===== config.mk =====
export PLATFORM = sky130hd
export DESIGN_NAME = dmem_arbiter
export DESIGN_NICKNAME = d
export VERILOG_FILES = /design/src/rtl/dmem_arbiter.sv
export SDC_FILE = /design/constraint.sdc
export NUM_CORES = 1
export LEC_CHECK = 0
export CORE_AREA = 2 2 117 119
export DETAILED_ROUTE_END_ITERATION = 12
export DIE_AREA = 0 0 119 121
export GPL_ROUTABILITY_DRIVEN = 1
export SYNTH_ARGS = -nofsm -noshare
export SYNTH_HDL_FRONTEND = slang
export SYNTH_SLANG_ARGS = --single-unit
export TNS_END_PERCENT = 10

===== constraint.sdc =====
create_clock -name CLOCK_50 -period 1.65 [get_ports CLOCK_50]
set_input_delay 0.33 -clock CLOCK_50 [delete_from_list [all_inputs] [get_ports CLOCK_50]]
set_output_delay 0.33 -clock CLOCK_50 [all_outputs]
set_load 0.1 [all_outputs]

===== src/rtl/dmem_arbiter.sv =====
// Shares the data memory port between the core load/store path and a host port.
// Defining DMEM_ARB_BURST_EN lets one steal carry up to BURST_LEN host transfers.
module dmem_arbiter #(
  parameter int ADDR_W    = 32,
  parameter int DATA_W    = 32,
  parameter int MAX_WAIT  = 4,
  parameter int BURST_LEN = 4
) (
  input  logic              CLOCK_50,
  input  logic              reset,
  input  logic              cpu_mem_read,
  input  logic              cpu_mem_write,
  input  logic [ADDR_W-1:0] cpu_address,
  input  logic [DATA_W-1:0] cpu_write_data,
  output logic [DATA_W-1:0] cpu_read_data,
  output logic              cpu_pause,
  input  logic              host_valid,
  input  logic              host_write,
  input  logic [ADDR_W-1:0] host_address,
  input  logic [DATA_W-1:0] host_write_data,
  output logic              host_ready,
  output logic [DATA_W-1:0] host_rdata,
  output logic              host_rvalid,
  output logic              mem_read,
  output logic              mem_write,
  output logic [ADDR_W-1:0] mem_address,
  output logic [DATA_W-1:0] mem_write_data,
  input  logic [DATA_W-1:0] mem_read_data
);

  typedef enum logic {S_CORE, S_STEAL} state_t;

  localparam logic [3:0] WAIT_LAST = 4'(MAX_WAIT - 1);

  state_t            state_q;
  logic [3:0]        wait_q;
  logic              pause_q;
  logic [DATA_W-1:0] rdata_q;
  logic              rvalid_q;
  logic              cpu_access;
  logic              host_owns;
  logic              handshake;

`ifdef DMEM_ARB_BURST_EN
  localparam logic [2:0] BURST_LAST = 3'(BURST_LEN - 1);
  logic [2:0] burst_q;
`endif

  // The core keeps the port unless it is idle or a steal is in progress.
  always_comb begin
    cpu_access     = cpu_mem_read | cpu_mem_write;
    host_owns      = (state_q == S_STEAL) | ~cpu_access;
    host_ready     = (state_q == S_STEAL) | (host_valid & ~cpu_access);
    handshake      = host_valid & host_ready;
    mem_read       = cpu_mem_read;
    mem_write      = cpu_mem_write;
    mem_address    = cpu_address;
    mem_write_data = cpu_write_data;
    cpu_read_data  = '0;
    if (host_owns) begin
      mem_read       = host_valid & ~host_write;
      mem_write      = host_valid & host_write;
      mem_address    = host_address;
      mem_write_data = host_write_data;
    end
    if ((state_q == S_CORE) && cpu_access) begin
      cpu_read_data = mem_read_data;
    end
  end

  always_ff @(posedge CLOCK_50 or negedge reset) begin
    if (!reset) begin
      state_q  <= S_CORE;
      wait_q   <= 4'd0;
      pause_q  <= 1'b0;
      rdata_q  <= '0;
      rvalid_q <= 1'b0;
`ifdef DMEM_ARB_BURST_EN
      burst_q  <= 3'd0;
`endif
    end else begin
      rvalid_q <= handshake & ~host_write;
      if (handshake & ~host_write) begin
        rdata_q <= mem_read_data;
      end
      case (state_q)
        S_CORE: begin
          // A blocked host ages; on its last allowed wait the core is paused.
          if (host_valid & ~host_ready) begin
            if (wait_q == WAIT_LAST) begin
              state_q <= S_STEAL;
              pause_q <= 1'b1;
              wait_q  <= 4'd0;
`ifdef DMEM_ARB_BURST_EN
              burst_q <= 3'd0;
`endif
            end else begin
              wait_q <= wait_q + 4'd1;
            end
          end else begin
            wait_q <= 4'd0;
          end
        end
        S_STEAL: begin
          wait_q <= 4'd0;
`ifdef DMEM_ARB_BURST_EN
          if (host_valid && (burst_q != BURST_LAST)) begin
            burst_q <= burst_q + 3'd1;
          end else begin
            state_q <= S_CORE;
            pause_q <= 1'b0;
          end
`else
          state_q <= S_CORE;
          pause_q <= 1'b0;
`endif
        end
        default: begin
          state_q <= S_CORE;
          pause_q <= 1'b0;
        end
      endcase
    end
  end

  assign cpu_pause   = pause_q;
  assign host_rdata  = rdata_q;
  assign host_rvalid = rvalid_q;

endmodule


==> flow_summary.yaml <==
layout:
  final_layout_size_suffix_gt1_frac: 0.5160
  fin_nets: 821
  insertedDiodeCount: 0
  syn2layout_area_growth_pct: 205.5
  utilization: 0.6213
critical_path:
  path_class: "reg2out"
  critPathMaxStageDelay_ns: 0.41
  crit_top_cell: "buf_12"
  endpoint_kind: "primary output"
  critPathBufInv: 3
  critPathRequiredTime_ns: 1.32
  critPathSlowestCell: "dfrtp_1"
  crit_path_max_fanout: 9
  arrival_ns: 1.59
  crit_chain: "o21ba_4 > buf_12 > clkbuf_16 > nand2_1 > nand2_2 > buf_12"
  start_kind: "flop"
  cp_top_family: "buffers and inverters"
run_status:
  status: "finished with violations"
  violations: "setup timing"
floorplan:
  rows: 42
  die_y_um: 121
  pin_count: 299
  core_area_sq_um: 13090
  die_w_um: 119
  dieArea_sq_um: 14400
  start_util: 0.2034
detailed_routing:
  drt_iter0_markers: 154
  drt_pre_antenna_iters: 4
  viasPerCell: 4.247
  ant_nets: 0
  wl_per_cell_um: 18.01
  vias: 3529
  drt_wl_total_mm: 14.97
  drc_errors: 0
synthesis:
  synth_cells: 339
  synth-edff-count: 0
  synth_common_cells: "nand2_1, dfrtp_1, and2_1, mux2_4, buf_2"
  synth-seq-cells: 39
  syn-cell-area_sq_um: 2661
  synthDistinctLibCells: 26
  synth_top_cells_by_area: "dfrtp_1, nand2_1, mux2_4, and2_1, buf_2"
  synth.most_common_cell: "nand2_1"
  ys_warn_count: 0
  synth_top_area_frac: 0.3667
  ys_seq_area_frac: 0.3667
  ys_async_sr_fraction: 1.000
  synthFlopType: "dfrtp_1"
  avgSynthCellArea_sq_um: 7.850
  synth_largest_area_cell: "dfrtp_1"
  synth.net_count: 506
grt:
  grt_pass1_wl_mm: 21.65
  overflow: 0
  grt_pass1_vias: 3679
  grt_usage: 0.1935
  grt_max_degree: 40
  grt_antenna_before_repair: 1
pwr:
  leakage_nw: 3.800
  ir_worst_vdd_v: 0.0008106
  power_density_nw_per_um2: 1052
placement:
  place_congestion: 0.8697
  hpwl_mm: 11.30
  dp_slack_ns: -0.4855
  io_buffers: 298
timing:
  final_max_slew_viol_count: 0
  hold_slack_ns: 0.1000
  setup-tns-final_ns: -21.58
  finalCritPeriodShare: 1.163
  slew_headroom: 0.6614
  post-route-min-period_ns: 1.919
  setup_viol: 99
  finalHoldViolCount: 0
  tightest_slew_ns: 0.5079
  max_freq_ghz: 0.5210
  rsz0062_at_grt: "yes"
  setup_slack_ns: -0.2693
  clock_skew_ns: 0.004777
clocking:
  cts_tree: "yes"
  clkSinkCount: 39
  cts_buffers: 5
  clkTransAtPathRegs_ns: 0.06
  cts_max_level: 2
  insertion_delay_ns: 0.28
  clock_path_buffers: 2
  cts_root_buf: "clkbuf_16"
hold_path:
  worstHoldPathType: "in2async"
run:
  max-cap-violations: 0
[logic make-up (layout without fill, tap and decap cells)]
kind of cell             after synthesis  after routing  share of synthesized area
flip-flops                            39             39                     0.3667
XOR/XNOR                               1              1                   0.003292
multiplexers                          32             32                     0.1749
buffers and inverters                 23            338                    0.05125
AO/OA/AOI/OAI                          5              6                    0.01928
AND/OR/NAND/NOR                      238            238                     0.3799
adder cells (fa/ha/maj)                1              1                   0.004701
[power breakdown]
group          total [mW]  internal [mW]  switching, mW  leakage [nW]
Clock                1.11          0.751          0.364        0.0868
Sequential           1.38           1.16          0.224         0.478
Combinational        6.05           2.35           3.70          3.24
Total                8.55           4.26           4.29          3.80
[final timing paths]
check,slack [ns],end,depth (start not counted),startpoint
min reg2reg,0.47,wait_q[0],1,wait_q[0]
min,0.10,host_rdata[9],2,reset
max in group asynchronous,1.19,host_rdata[28],2,reset
min in group CLOCK_50,0.47,wait_q[0],1,wait_q[0]
max reg2reg,0.06,host_rdata[26],5,state_q
max,-0.27,mem_write_data[19],6,state_q
[layout make-up]
cell class / instances / area, sq um
fill: 1011 / 4955
timing repair buffer: 328 / 4746
multi-input combinational: 278 / 2007
sequential: 39 / 975.9
tap: 176 / 220.2
clock buffer: 6 / 138.9
clock inverter: 2 / 35.03
inverter: 2 / 7.507
[state kept, by name (all words and copies together), names as in the netlist]
register / flops
cpu_pause: 1
state_q: 1
host_rvalid: 1
wait_q: 4
host_rdata: 32
[metrics by stage]
step,area (sq um),cells,power [mW]
2_1_floorplan,2965,339,4.813
3_3_place_gp,7582,810,7.273
3_5_place_dp,7582,810,7.311
4_1_cts,7863,820,8.522
5_1_grt,8130,831,8.810
6_report,8130,831,8.550
[per-layer routing]
layer	track usage	vias up	wire length, um
met4	0.05878	2	267
met3	0.07331	21	1447
met5	0	-	10
li1	-	1685	-
met2	0.3402	175	7816
met1	0.2172	1646	5424
[worst register-to-register path: cells and delay by family (launching register included)]
kind | cells | cell delay [ns]
buf+inv | 2 | 0.37
simple gates | 1 | 0.12
compound gates | 1 | 0.23
flops | 1 | 0.41
mux | 1 | 0.34
[what timing repair did]
action,CTS,global route
resized for setup,31,44
buffers inserted,1,4
endpoints found under the setup margin,127,99
gates cloned,1,8
pin swaps,10,16
hold buffers,0,0
[layout by cell type (no fill, tap or decap), types with 2 or more instances in the layout]
cell type	netlist	routed
buf_12	0	141
nand2_8	0	8
and3_1	2	2
inv_1	2	2
dfrtp_1	39	39
clkbuf_16	0	10
nand2_1	196	101
mux2_2	4	4
nand2_2	1	86
buf_4	1	10
mux2_4	28	28
clkdlybuf4s50_1	0	162
and2_2	0	3
nand2_4	0	2
and2_4	0	29
buf_6	4	6
o21ba_4	0	2
Note: power is estimated with default switching activity, not from simulation.
==> variant 1, RTL diff (config.mk and constraints unchanged) <==
Build with the macro `DMEM_ARB_BURST_EN` defined.
--- a/src/rtl/dmem_arbiter.sv
+++ b/src/rtl/dmem_arbiter.sv
@@ -2,2 +2,4 @@
 // Defining DMEM_ARB_BURST_EN lets one steal carry up to BURST_LEN host transfers.
+`define DMEM_ARB_BURST_EN
+
 module dmem_arbiter #(
Behaviour: not the same (a bounded check fails within 10 cycles, from zero or initial values and one cycle with reset low).
==> variant 1 against the unedited design <==
The flow still finishes with violations (setup timing); routed wire length fell by 2.7%; sequential cell count rose by 3; area after synthesis rose by 1.6%; synthesized cell count rose by 5.3%; design area fell by 2.4%; first-iteration DRC count fell by 23%; setup slack improved by 0.0045 ns; count of clock-buffer cells in the layout did not move; power rose by 5.6%; highest routed layer is now met4.
==> variant 1: results (changes against the unedited design) <==
final_layout:
  ff_latch_area_mm2: 0.001051  # was 975.9 um^2
  buffer_area_share_pct: 57.33  # was 58.37%
  buffers: 318  # was 328
  drive_gt1_share_pct: 46.97  # was 51.60%
  clockNetworkAreaShare_pct: 2.129  # was 2.139%
  n_fill_cell: 1061  # was 1011
  num-multi-input-gates: 288  # was 278
  inverters: 5  # was 2
grt:
  grt_max_degree: 43  # was 40
  grt_pass1_wl_um: 22330  # was 21650 um
  antenna_found_initial: 0  # was 1
  grt_util_met1_pct: 24.16  # was 21.72%
  gr-usage-met2_pct: 35.06  # was 34.02%
  grt_use_total_pct: 20.17  # was 19.35%
sta:
  setup_viol: 99  # unchanged
  relSlewSlack_pct: 63.30  # was 66.14%
  setup_ws_ns: -0.2648  # was -0.2693 ns
run_status:
  outcome: "finished, violations left"  # unchanged
  violations: "setup timing"  # unchanged
placed_design:
  gpl.final_weighted_congestion: 0.8148  # was 0.8697
synth:
  synth_area_leaders: "dfrtp_1, nand2_1, mux2_2, and2_1, buf_2"  # was dfrtp_1, nand2_1, mux2_4, and2_1, buf_2
  syn_nets: 526  # was 506
  ys_types: 28  # was 26
route:
  drt-initial-drc-count: 118  # was 154
power:
  p_total_mw: 9.026  # was 8.550 mW
  p_int_mw: 4.389  # was 4.257 mW
critical_path:
  cp_top_family: "flip-flops"  # was buffers and inverters
[variant 1: changes by cell type in the layout (fill, tap and decap cells not counted), sizes merged, moves of 2 or more]
cell / before / now
clkbuf: 12 / 6
buf: 159 / 154
inv: 2 / 5
ha: 1 / 3
mux2i: 0 / 2
nand2: 197 / 199
dfrtp: 39 / 42
[variant 1: worst max-delay path by stage]
| stage | cells after the start | slack (ns) | end | start |
|---|---|---|---|---|
| floorplan | 5 | -0.18 | mem_address[0] | state_q$_DFF_PN0_ |
| global placement | 6 | -0.44 | mem_address[0] | cpu_mem_write |
| detailed placement | 5 | -0.49 | cpu_read_data[12] | cpu_mem_write |
| CTS | 5 | -0.28 | mem_address[12] | state_q$_DFF_PN0_ |
| global route | 5 | -0.34 | mem_address[12] | state_q$_DFF_PN0_ |
| finish | 5 | -0.26 | mem_address[12] | state_q$_DFF_PN0_ |
[variant 1: per-stage QoR]
| step | cells | worst slack (ns) | setup TNS (ns) |
|---|---|---|---|
| finish | 836 | -0.2648 | -22.31 |
| global route | 836 | -0.3446 | -29.16 |
| CTS | 836 | -0.2825 | -24.87 |
| detailed placement | 827 | -0.4900 | -54.73 |
| global placement | 827 | -0.4374 | -49.92 |
| floorplan | 357 | -0.1846 | -13.91 |
[variant 1: cells by family (layout without fill, tap and decap cells)]
kind of cell    Yosys count  in the layout  share of synthesized area (%)
simple gates            243            243                          38.10
fa+ha+maj                 3              3                          1.389
mux                      35             35                          14.49
flops                    42             42                          38.89
xor+xnor                  1              1                         0.3241
buf+inv                  27            330                          4.676
compound gates            6              6                          2.129
[variant 1: timing repair]
action                                  4_1_cts  5_1_grt
pin swaps                                    11        1
endpoints found under the setup margin      134      100
gates cloned                                  1        0
buffers inserted                              1        0
gates resized for setup                      21        3
==> variant 2, RTL diff (same settings) <==
Without the edit above. Reset style: synchronous (`reset`), changed in one clocked block.
--- a/src/rtl/dmem_arbiter.sv
+++ b/src/rtl/dmem_arbiter.sv
@@ -70,3 +70,3 @@
 
-  always_ff @(posedge CLOCK_50 or negedge reset) begin
+  always_ff @(posedge CLOCK_50) begin
     if (!reset) begin
Function: differs if reset is asserted again (counterexample within 4 cycles, from zero or initial values and one cycle with reset low); with reset held inactive, the same outputs for 4 cycles.
==> variant 2 against the unedited design <==
The flow still finishes with violations (setup timing); core utilization is 1.1 points higher; first-iteration DRC count is 6.5% lower; area after synthesis is 2.1% lower; routed wire length is 5.6% higher; design area is 1.8% higher; setup slack better by 0.063 ns; sequential cell count stayed put; power is 34% lower; critical path type unchanged.
==> variant 2: results (changes against the unedited design) <==
critical_path:
  slowest_stage: "dfxtp_2"  # was dfrtp_1
  crit_fanout: 5  # was 9
  r2r_slack_ns: 0.25  # was 0.06 ns
  cp.arrival_ns: 1.53  # was 1.59 ns
  r2r_end: "cpu_pause$_SDFFE_PN0P_"  # was host_rdata[26]$_DFFE_PN0P_
  slowest_delay_ns: 0.33  # was 0.41 ns
grt:
  grt_pass1_vias: 4133  # was 3679
  antenna_found_initial: 0  # was 1
  grt_pass1_wl_um: 23070  # was 21650 um
  grt_max_degree: 39  # was 40
synth:
  avgSynthCellArea_um2: 6.295  # was 7.850 um^2
  synth.mux.area_fraction_pct: 12.72  # was 17.49%
  synth-adder-area-share_pct: 0.4801  # was 0.4701%
  synthXorXnorAreaFrac_pct: 0.3361  # was 0.3291%
  ys_types: 25  # was 26
  ys_top_cells_by_count: "nand2_1, dfxtp_1, and2_1"  # was nand2_1, dfrtp_1, and2_1
  synth-main-ff-cell: "dfxtp_1"  # was dfrtp_1
  synth_area_leaders: "nand2_1, dfxtp_1, mux2i_1, and2_1, buf_2"  # was dfrtp_1, nand2_1, mux2_4, and2_1, buf_2
route:
  wl_per_cell_um: 17.57  # was 18.01 um
clocking:
  post_cts.repair.setup_buffers: 5  # was 1
sta:
  setup_ws_ns: -0.2064  # was -0.2693 ns
  whs_ns: 0.4851  # was 0.1000 ns
  setup_viol: 98  # was 99
placed_design:
  post_dp_cell_area_mm2: 0.007267  # was 0.007582 mm^2
  gpl.final_weighted_congestion: 0.8106  # was 0.8697
  dp_slack_ns: -0.4932  # was -0.4855 ns
final_layout:
  drive_gt1_share_pct: 43.51  # was 51.60%
power:
  ir_drop_mv: 0.6305  # was 0.8106 mV
run_status:
  violations: "setup timing"  # unchanged
  outcome: "finished, violations left"  # unchanged
[variant 2: changes by cell type in the layout (fill, tap and decap cells not counted), sizes merged, moves of 2 or more]
cell           before  now
nand2             197  258
dfrtp              39    0
dfxtp               0   39
mux2i               0   32
mux2               32    1
buf               159  165
clkbuf             12    8
and3                2    0
clkdlybuf4s15       0    2
nand3               1    3
nand3b              2    0
nor2                1    3
o21ai               0    2
[variant 2: per-layer routing]
| layer | GRT usage [%] | wire (um) |
|---|---|---|
| met1 | 22.10 | 5782 |
| met2 | 38.94 | 8307 |
| met3 | 6.626 | 1374 |
| met4 | 5.878 | 345 |
| met5 | 0 | 0 |
[variant 2: where the power goes]
part	switching [mW]	internal, mW	total (mW)
logic	2.14	1.39	3.54
registers	0.0204	0.962	0.982
clock network	0.381	0.759	1.14
[variant 2: cell type report]
cell class                 count  area (um^2)
multi-input combinational    344         2248
clock inverter                 2        38.79
clock buffer                   6        138.9
fill                         985         4808
sequential                    39        782.0
timing repair buffer         331         4841
tap                          176        220.2
inverter                       2        7.507
